**src/rtl/fifo_stream_pkg.sv**
```systemverilog
`default_nettype none
// ============================================================================
//  Module      : fifo_stream_pkg
//  Description : Shared definitions for the FIFO read-side framing decoder:
//                framed-word bit positions, packed word layout, frame FSM
//                state encoding and the byte-count to byte-enable helper.
//  Revision    : 1.0 - initial release
// ============================================================================
package fifo_stream_pkg;

    localparam int SOP_BIT = 35;
    localparam int EOP_BIT = 34;
    localparam int CNT_LO  = 32;

    // 36-bit framed FIFO word, MSB first.
    typedef struct packed {
        logic        sop;
        logic        eop;
        logic [1:0]  bcnt;     // valid bytes - 1, meaningful only with eop
        logic [31:0] payload;
    } fifo_word_t;

    typedef enum logic [0:0] {
        IDLE     = 1'b0,
        IN_FRAME = 1'b1
    } frame_state_t;

    // Thermometer byte enables starting at byte 0.
    function automatic logic [3:0] bcnt_to_keep(input logic [1:0] bcnt);
        logic [3:0] keep;
        case (bcnt)
            2'd0:    keep = 4'b0001;
            2'd1:    keep = 4'b0011;
            2'd2:    keep = 4'b0111;
            default: keep = 4'b1111;
        endcase
        return keep;
    endfunction

endpackage
`default_nettype wire

```
**src/rtl/stream_skid_buf.sv**
```systemverilog
`default_nettype none
// ============================================================================
//  Module      : stream_skid_buf
//  Description : Small circular buffer for valid/ready decoupling. The head
//                entry is presented combinationally from storage registers.
//                Push and pop in the same cycle are accepted at any
//                occupancy, including full.
//  Ports       : clk, rst_n (async, active-low)
//                i_push/i_push_data - enqueue one entry
//                i_pop              - dequeue head (ignored when empty)
//                o_head/o_valid     - head entry and non-empty flag
//                o_count            - current occupancy
//  Revision    : 1.0 - initial release
// ============================================================================
module stream_skid_buf #(
    parameter int DEPTH  = 2,
    parameter int DATA_W = 37
) (
    input  logic                         clk,
    input  logic                         rst_n,
    input  logic                         i_push,
    input  logic [DATA_W-1:0]            i_push_data,
    input  logic                         i_pop,
    output logic [DATA_W-1:0]            o_head,
    output logic                         o_valid,
    output logic [$clog2(DEPTH+1)-1:0]   o_count
);

    localparam int c_PTR_W = (DEPTH > 1) ? $clog2(DEPTH) : 1;
    localparam int c_CNT_W = $clog2(DEPTH+1);

    logic [DATA_W-1:0]  r_mem [DEPTH];
    logic [c_PTR_W-1:0] r_wr_ptr;
    logic [c_PTR_W-1:0] r_rd_ptr;
    logic [c_CNT_W-1:0] r_count;

    logic w_full;
    logic w_pop_ok;
    logic w_push_ok;

    function automatic logic [c_PTR_W-1:0] ptr_inc(input logic [c_PTR_W-1:0] p);
        return (p == c_PTR_W'(DEPTH-1)) ? '0 : p + 1'b1;
    endfunction

    assign o_valid   = (r_count != '0);
    assign w_full    = (r_count == c_CNT_W'(DEPTH));
    assign w_pop_ok  = i_pop & o_valid;
    // When full, a simultaneous pop frees the head slot, which is exactly
    // the slot the write pointer targets.
    assign w_push_ok = i_push & (~w_full | w_pop_ok);
    assign o_head    = r_mem[r_rd_ptr];
    assign o_count   = r_count;

    always_ff @(posedge clk or negedge rst_n) begin
        if (!rst_n) begin
            for (int i = 0; i < DEPTH; i++) begin
                r_mem[i] <= '0;
            end
            r_wr_ptr <= '0;
            r_rd_ptr <= '0;
            r_count  <= '0;
        end else begin
            if (w_push_ok) begin
                r_mem[r_wr_ptr] <= i_push_data;
                r_wr_ptr        <= ptr_inc(r_wr_ptr);
            end
            if (w_pop_ok) begin
                r_rd_ptr <= ptr_inc(r_rd_ptr);
            end
            r_count <= r_count + c_CNT_W'(w_push_ok) - c_CNT_W'(w_pop_ok);
        end
    end

endmodule
`default_nettype wire

```
**src/rtl/fifo_rd_streamer.sv**
```systemverilog
`default_nettype none
// ============================================================================
//  Module      : fifo_rd_streamer
//  Description : Read-side consumer of the CPU->FPGA async FIFO. Issues
//                reads only when the output buffer can absorb the word that
//                returns one cycle later, decodes SOP/EOP framing, and
//                presents a valid/ready stream. Orphan words are dropped and
//                truncated frames flagged; both have saturating counters.
//  Ports       : r_clk, r_rst_n (async, active-low)
//                fifo_data/fifo_empty/fifo_r_en - FIFO read port
//                m_valid/m_ready/m_data/m_keep/m_last - output stream
//                err_orphan_cnt/err_trunc_cnt/err_pulse - framing errors
//  Revision    : 1.0 - initial release
// ============================================================================
module fifo_rd_streamer
    import fifo_stream_pkg::*;
#(
    parameter int WIDTH     = 36,
    parameter int BUF_DEPTH = 2,
    parameter int CNT_WIDTH = 16
) (
    input  logic                 r_clk,
    input  logic                 r_rst_n,
    input  logic [WIDTH-1:0]     fifo_data,
    input  logic                 fifo_empty,
    output logic                 fifo_r_en,
    output logic                 m_valid,
    input  logic                 m_ready,
    output logic [31:0]          m_data,
    output logic [3:0]           m_keep,
    output logic                 m_last,
    output logic [CNT_WIDTH-1:0] err_orphan_cnt,
    output logic [CNT_WIDTH-1:0] err_trunc_cnt,
    output logic                 err_pulse
);

    localparam int c_ENTRY_W = 37;
    localparam int c_CNT_W   = $clog2(BUF_DEPTH+1);
    localparam int c_OCC_W   = c_CNT_W + 1;

    frame_state_t         r_state;
    logic                 r_inflight;
    logic [CNT_WIDTH-1:0] r_orphan_cnt;
    logic [CNT_WIDTH-1:0] r_trunc_cnt;
    logic                 r_err_pulse;

    logic                 w_sop;
    logic                 w_eop;
    logic [1:0]           w_bcnt;
    logic [31:0]          w_payload;
    logic                 w_push;
    logic                 w_orphan;
    logic                 w_trunc;
    frame_state_t         w_state_nxt;
    logic [c_ENTRY_W-1:0] w_push_data;
    logic [c_ENTRY_W-1:0] w_head;
    logic [c_CNT_W-1:0]   w_count;
    logic                 w_pop;
    logic [c_OCC_W-1:0]   w_occ;

    assign w_sop     = fifo_data[SOP_BIT];
    assign w_eop     = fifo_data[EOP_BIT];
    assign w_bcnt    = fifo_data[CNT_LO +: 2];
    assign w_payload = fifo_data[CNT_LO-1:0];

    // Occupancy after this edge, counting the slot reserved for the word
    // already in flight. Reading only while this is below depth makes
    // buffer overflow impossible and still allows one word per cycle.
    assign w_pop     = m_valid & m_ready;
    assign w_occ     = c_OCC_W'(w_count) + c_OCC_W'(r_inflight) - c_OCC_W'(w_pop);
    // Gated by reset so the read stops the moment reset asserts.
    assign fifo_r_en = r_rst_n & ~fifo_empty & (w_occ < c_OCC_W'(BUF_DEPTH));

    // Frame decode of the word returning from the FIFO this cycle.
    always_comb begin
        w_push      = 1'b0;
        w_orphan    = 1'b0;
        w_trunc     = 1'b0;
        w_state_nxt = r_state;
        if (r_inflight) begin
            if (w_sop) begin
                w_push      = 1'b1;
                w_trunc     = (r_state == IN_FRAME);
                w_state_nxt = w_eop ? IDLE : IN_FRAME;
            end else if (r_state == IDLE) begin
                w_orphan    = 1'b1;
            end else begin
                w_push      = 1'b1;
                if (w_eop) begin
                    w_state_nxt = IDLE;
                end
            end
        end
    end

    assign w_push_data = {w_payload, (w_eop ? bcnt_to_keep(w_bcnt) : 4'hF), w_eop};

    always_ff @(posedge r_clk or negedge r_rst_n) begin
        if (!r_rst_n) begin
            r_state      <= IDLE;
            r_inflight   <= 1'b0;
            r_orphan_cnt <= '0;
            r_trunc_cnt  <= '0;
            r_err_pulse  <= 1'b0;
        end else begin
            r_state     <= w_state_nxt;
            r_inflight  <= fifo_r_en & ~fifo_empty;
            r_err_pulse <= w_orphan | w_trunc;
            if (w_orphan && (r_orphan_cnt != '1)) begin
                r_orphan_cnt <= r_orphan_cnt + 1'b1;
            end
            if (w_trunc && (r_trunc_cnt != '1)) begin
                r_trunc_cnt <= r_trunc_cnt + 1'b1;
            end
        end
    end

    stream_skid_buf #(
        .DEPTH  (BUF_DEPTH),
        .DATA_W (c_ENTRY_W)
    ) u_buf (
        .clk         (r_clk),
        .rst_n       (r_rst_n),
        .i_push      (w_push),
        .i_push_data (w_push_data),
        .i_pop       (m_ready),
        .o_head      (w_head),
        .o_valid     (m_valid),
        .o_count     (w_count)
    );

    assign m_data         = w_head[36:5];
    assign m_keep         = w_head[4:1];
    assign m_last         = w_head[0];
    assign err_orphan_cnt = r_orphan_cnt;
    assign err_trunc_cnt  = r_trunc_cnt;
    assign err_pulse      = r_err_pulse;

endmodule
`default_nettype wire

```
**config.mk**
```make
export PLATFORM = sky130hd
export DESIGN_NAME = fifo_rd_streamer
export DESIGN_NICKNAME = d
export VERILOG_FILES = /design/src/rtl/fifo_stream_pkg.sv /design/src/rtl/stream_skid_buf.sv /design/src/rtl/fifo_rd_streamer.sv
export SDC_FILE = /design/constraint.sdc
export NUM_CORES = 1
export LEC_CHECK = 0
export ABC_CLOCK_PERIOD_IN_PS = 2400
export BUFFER_PORTS_ARGS = -buffer_cell sky130_fd_sc_hd__buf_4
export CAP_MARGIN = 40
export CORE_UTILIZATION = 40
export DETAILED_ROUTE_END_ITERATION = 8
export GPL_ROUTABILITY_DRIVEN = 0
export PLACE_DENSITY = 0.7
export SLEW_MARGIN = 10
export SYNTH_ARGS = -nofsm -noshare
export SYNTH_HDL_FRONTEND = slang
export SYNTH_SLANG_ARGS = --single-unit
```
**constraint.sdc**
```tcl
create_clock -name r_clk -period 2.4 [get_ports r_clk]
set_input_delay 0.48 -clock r_clk [delete_from_list [all_inputs] [get_ports r_clk]]
set_output_delay 0.48 -clock r_clk [all_outputs]
set_load 0.05 [all_outputs]
```
==> summary.md <==
| Metric | Value |
|---|---|
| Run status | `finished, violations left` |
| Violated checks | `negative setup slack` |
| Standard-cell rows | `40` |
| Flop pwr share | `between 20% and 30%` |
| Drt total wl | `~11000 um` |
| Total gr overflow | `0` |
| Max_slew headroom | `roughly 49%` |
| Ant. Diodes | `0` |
| CTS buffer count | `17` |
| Root buf cell | `clkbuf_16` |
| Commonest non-fill, non-tap cells in the layout | `buf_4, dfrtp_1, mux2_2` |
| Fin cells | `around 700` |
| Via density | `roughly 5.0` |
| Syn avg cell area | `between 10 and 15 um^2` |
| Global router's overall resource usage | `17.77%` |
| Antenna-violating nets left | `0` |
| Measured slew at the worst slew-check pin | `approximately 0.77 ns` |
| Synth cell types | `40` |
| First drt pass iteration count | `4` |
| Yosys reg bits | `between 100 and 150` |
| Fmax | `355.2 MHz` |
| Number of maximum-capacitance violations | `0` |
| Worst Skew | `between 0.009 and 0.01 ns` |
| CP Capture Type | `output pin` |
| Most common cell after layout, fill and taps aside | `buf_4` |
| Int Pwr | `just over 6 mW` |
| Longest Clk Path Bufs | `2` |
| P_leak | `around 3.3 nW` |
| Antenna violations before repair | `0` |
| Worst setup path end | `fifo_r_en` |
| Critical path launch point type | `register` |
| Clock sinks | `roughly 110` |
| Reg-to-reg slack, setup | `roughly 0.45 ns` |
| Power Density | `roughly 1400 nW/um^2` |
| Setup Total Neg Slack | `-0.4152 ns` |
| Final Setup Violations | `1` |
| Yosys top cell by area | `dfrtp_1` |
| Final nets | `roughly 560` |
| DP HPWL | `7234 um` |
| Switching share of power | `38.95%` |
| Crit Path Max Fanout | `2` |
| Min cycle time layout | `2.815 ns` |
| Worst setup path startpoint | `u_buf.o_count[1]$_DFF_PN0_` |
| Largest net degree at the start of global routing | `61` |
| Register area share after synthesis | `a little under three fifths` |
| First-pass GRT wire length | `~18000 um` |
| Area contributors post-synth | `dfrtp_1, mux2_2, xor2_1` |
| Core area | `12210 um^2` |
| Area grow syn2layout | `35.80%` |
| Worst-skew pair later-pin latency | `~0.41 ns` |
| Hold Violations, Final | `0` |
| Net Count, Synth | `approximately 430` |
| RSZ-0062 raised after global routing | `true` |
| Drt wl/cell | `between 15 and 20 um` |
| Worst hold path class | `input port to async pin` |
| Initial core utilization | `41.84%` |
| Synth Warn # | `0` |
| Critical Setup Path Class | `register to output pin` |
| Slew Limit Fails | `0` |
| RR Startpoint | `r_inflight$_DFF_PN0_` |
| 1st-iter DRT viols | `188` |
| Clock-pin slew on the worst setup and hold paths | `0.05 ns` |
| Via count | `3467` |
| Final instance area | `slightly below 7000 um^2` |
| TritonCTS clock tree | `yes` |
| Io pins | `roughly 110` |
| Post-place setup slack | `-0.1244 ns` |
| Post-synth top area share | `~55%` |
| Period utilization | `117.3%` |
| Number of global-route vias before repair | `approximately 3700` |
| Final total power | `~10 mW` |
| Required time worst endpoint | `between 1.5 and 2 ns` |
| CP arrival | `around 2.3 ns` |
| Layout cell share with drive strength beyond 1 | `54.36%` |
| Die Ht | `115.0 um` |
| R2r endpoint | `err_orphan_cnt[12]$_DFFE_PN0P_` |
| Inst Count DP | `between 600 and 700` |
| Combinational share of power | `45.2%` |
| Setup slack after layout | `-0.4152 ns` |
| Mapped Cells | `approximately 390` |
| Placed cell areas | `between 6000 and 7000 um^2` |
| Die Wd | `115.0 um` |
| Number of port buffers | `between 100 and 150` |
| NetSw | `3.865 mW` |
| Cell area after synthesis | `around 5100 um^2` |
| Worst reg2reg path depth | `4` |
| Clk network pwr share | `~26%` |
| Hold-fix buffer count after cts | `0` |
| H-tree depth | `4` |
| DR DRC count | `0` |
| Maximum VDD drop | `~960 uV` |
| Die area | `13230 um^2` |
synth_stat cells:
master     count
a211oi_1       3
a21oi_1        6
a31oi_1        2
and2_1         3
and3_1         5
and4_1         1
and4b_1        1
and4bb_1       1
and4bb_2       2
buf_1          2
buf_2          5
buf_6          1
clkbuf_1       7
dfrtp_1      113
fa_1           1
ha_1           5
inv_1          5
mux2_2       109
mux2i_1        1
nand2_1       16
nand2b_1       2
nand3_1        5
nand3b_1       1
nand4_1       10
nand4bb_1      1
nor2_1        17
nor3_1         8
nor3b_1        1
nor4_1         4
nor4_2         1
nor4b_1        3
o211ai_1       2
o21a_1         1
o21ai_0        2
or2_1          1
or2_2          4
or3_1          2
or3b_1         1
xnor2_1        9
xor2_1        21
state kept, by name, summed over array words and instances, names as in the netlist:
register and flops:
u_buf.r_rd_ptr 1, r_state 1, u_buf.o_count 2, err_orphan_cnt 16, u_buf.r_wr_ptr 1, u_buf.r_mem 74, err_pulse 1, err_trunc_cnt 16
r_inflight 1
worst max-delay path, cell delays in order, from the launching register on:
cell and delay, ns:
dfrtp_2 0.42, inv_4 0.08, nand2_8 0.05, and2_4 0.14, ha_4 0.21, inv_4 0.05
nand2_2 0.04, fa_2 0.55, nand2_4 0.06, nor3_4 0.14, buf_6 0.18
power groups by stage:
| stage | logic, mW | clock network [mW] | registers [mW] |
|---|---|---|---|
| floorplan | 3.08 | 0 | 2.98 |
| global placement | 4.38 | 0 | 2.88 |
| detailed placement | 4.46 | 0 | 2.94 |
| CTS | 4.52 | 2.60 | 2.91 |
| global route | 4.76 | 2.68 | 2.99 |
| finish | 4.49 | 2.53 | 2.91 |
cell type report:
type | count | area (um^2)
clock buffer | 22 | 474.2
clock inverter | 10 | 132.6
fill | 1067 | 5273
inverter | 5 | 23.77
multi-input combinational | 252 | 2281
sequential | 113 | 2830
tap | 168 | 210.2
timing repair buffer | 126 | 987.2
timing repair:
item                                    in CTS  in global routing
pin swaps                                    3                  0
buffers inserted                             2                  0
gates resized for setup                      1                  2
endpoints found under the setup margin       1                  1
stage by stage:
| stage | hold WS, ns | utilization (%) |
|---|---|---|
| after detailed placement | 0.4549 | 51.64 |
| after global placement | 0.4465 | 51.64 |
| after floorplan | 0.1844 | - |
| after CTS | 0.2434 | 56.76 |
| after global routing | 0.2687 | 56.82 |
| final | 0.2449 | 56.82 |
cell families after synthesis:
group | after synthesis | synth area share, %
AOI/OAI and AO/OA | 16 | 1.910
and+or+nand+nor | 90 | 10.04
DFF | 113 | 55.34
muxes | 110 | 24.22
buffers and inverters | 20 | 1.739
xor gates and xnor gates | 30 | 5.142
adders and majority gates | 6 | 1.616
layer usage:
| metal | part of all wire [%] | routed length, um | global-route usage (%) |
|---|---|---|---|
| met5 | 0 | 0 | 0 |
| met1 | 42 | 4540 | 20.87 |
| met4 | 1.5 | 165 | 7.013 |
| met3 | 8.1 | 869 | 7.222 |
| met2 | 48 | 5180 | 29.08 |
worst min path at each step:
stage                                            from                       endpoint  slack (ns)  cells past startpoint
after floorplan                               r_rst_n  err_orphan_cnt[0]$_DFFE_PN0P_        0.18                      0
after CTS                                  fifo_empty           r_inflight$_DFF_PN0_        0.24                      2
after global routing                       fifo_empty           r_inflight$_DFF_PN0_        0.27                      2
after global placement     u_buf.r_mem[1]$_DFFE_PN0P_     u_buf.r_mem[1]$_DFFE_PN0P_        0.45                      1
after detailed placement  u_buf.r_mem[38]$_DFFE_PN0P_    u_buf.r_mem[38]$_DFFE_PN0P_        0.45                      1
final                                         r_rst_n  err_orphan_cnt[8]$_DFFE_PN0P_        0.24                      2
No activity file was read; power rests on OpenSTA's default activity.
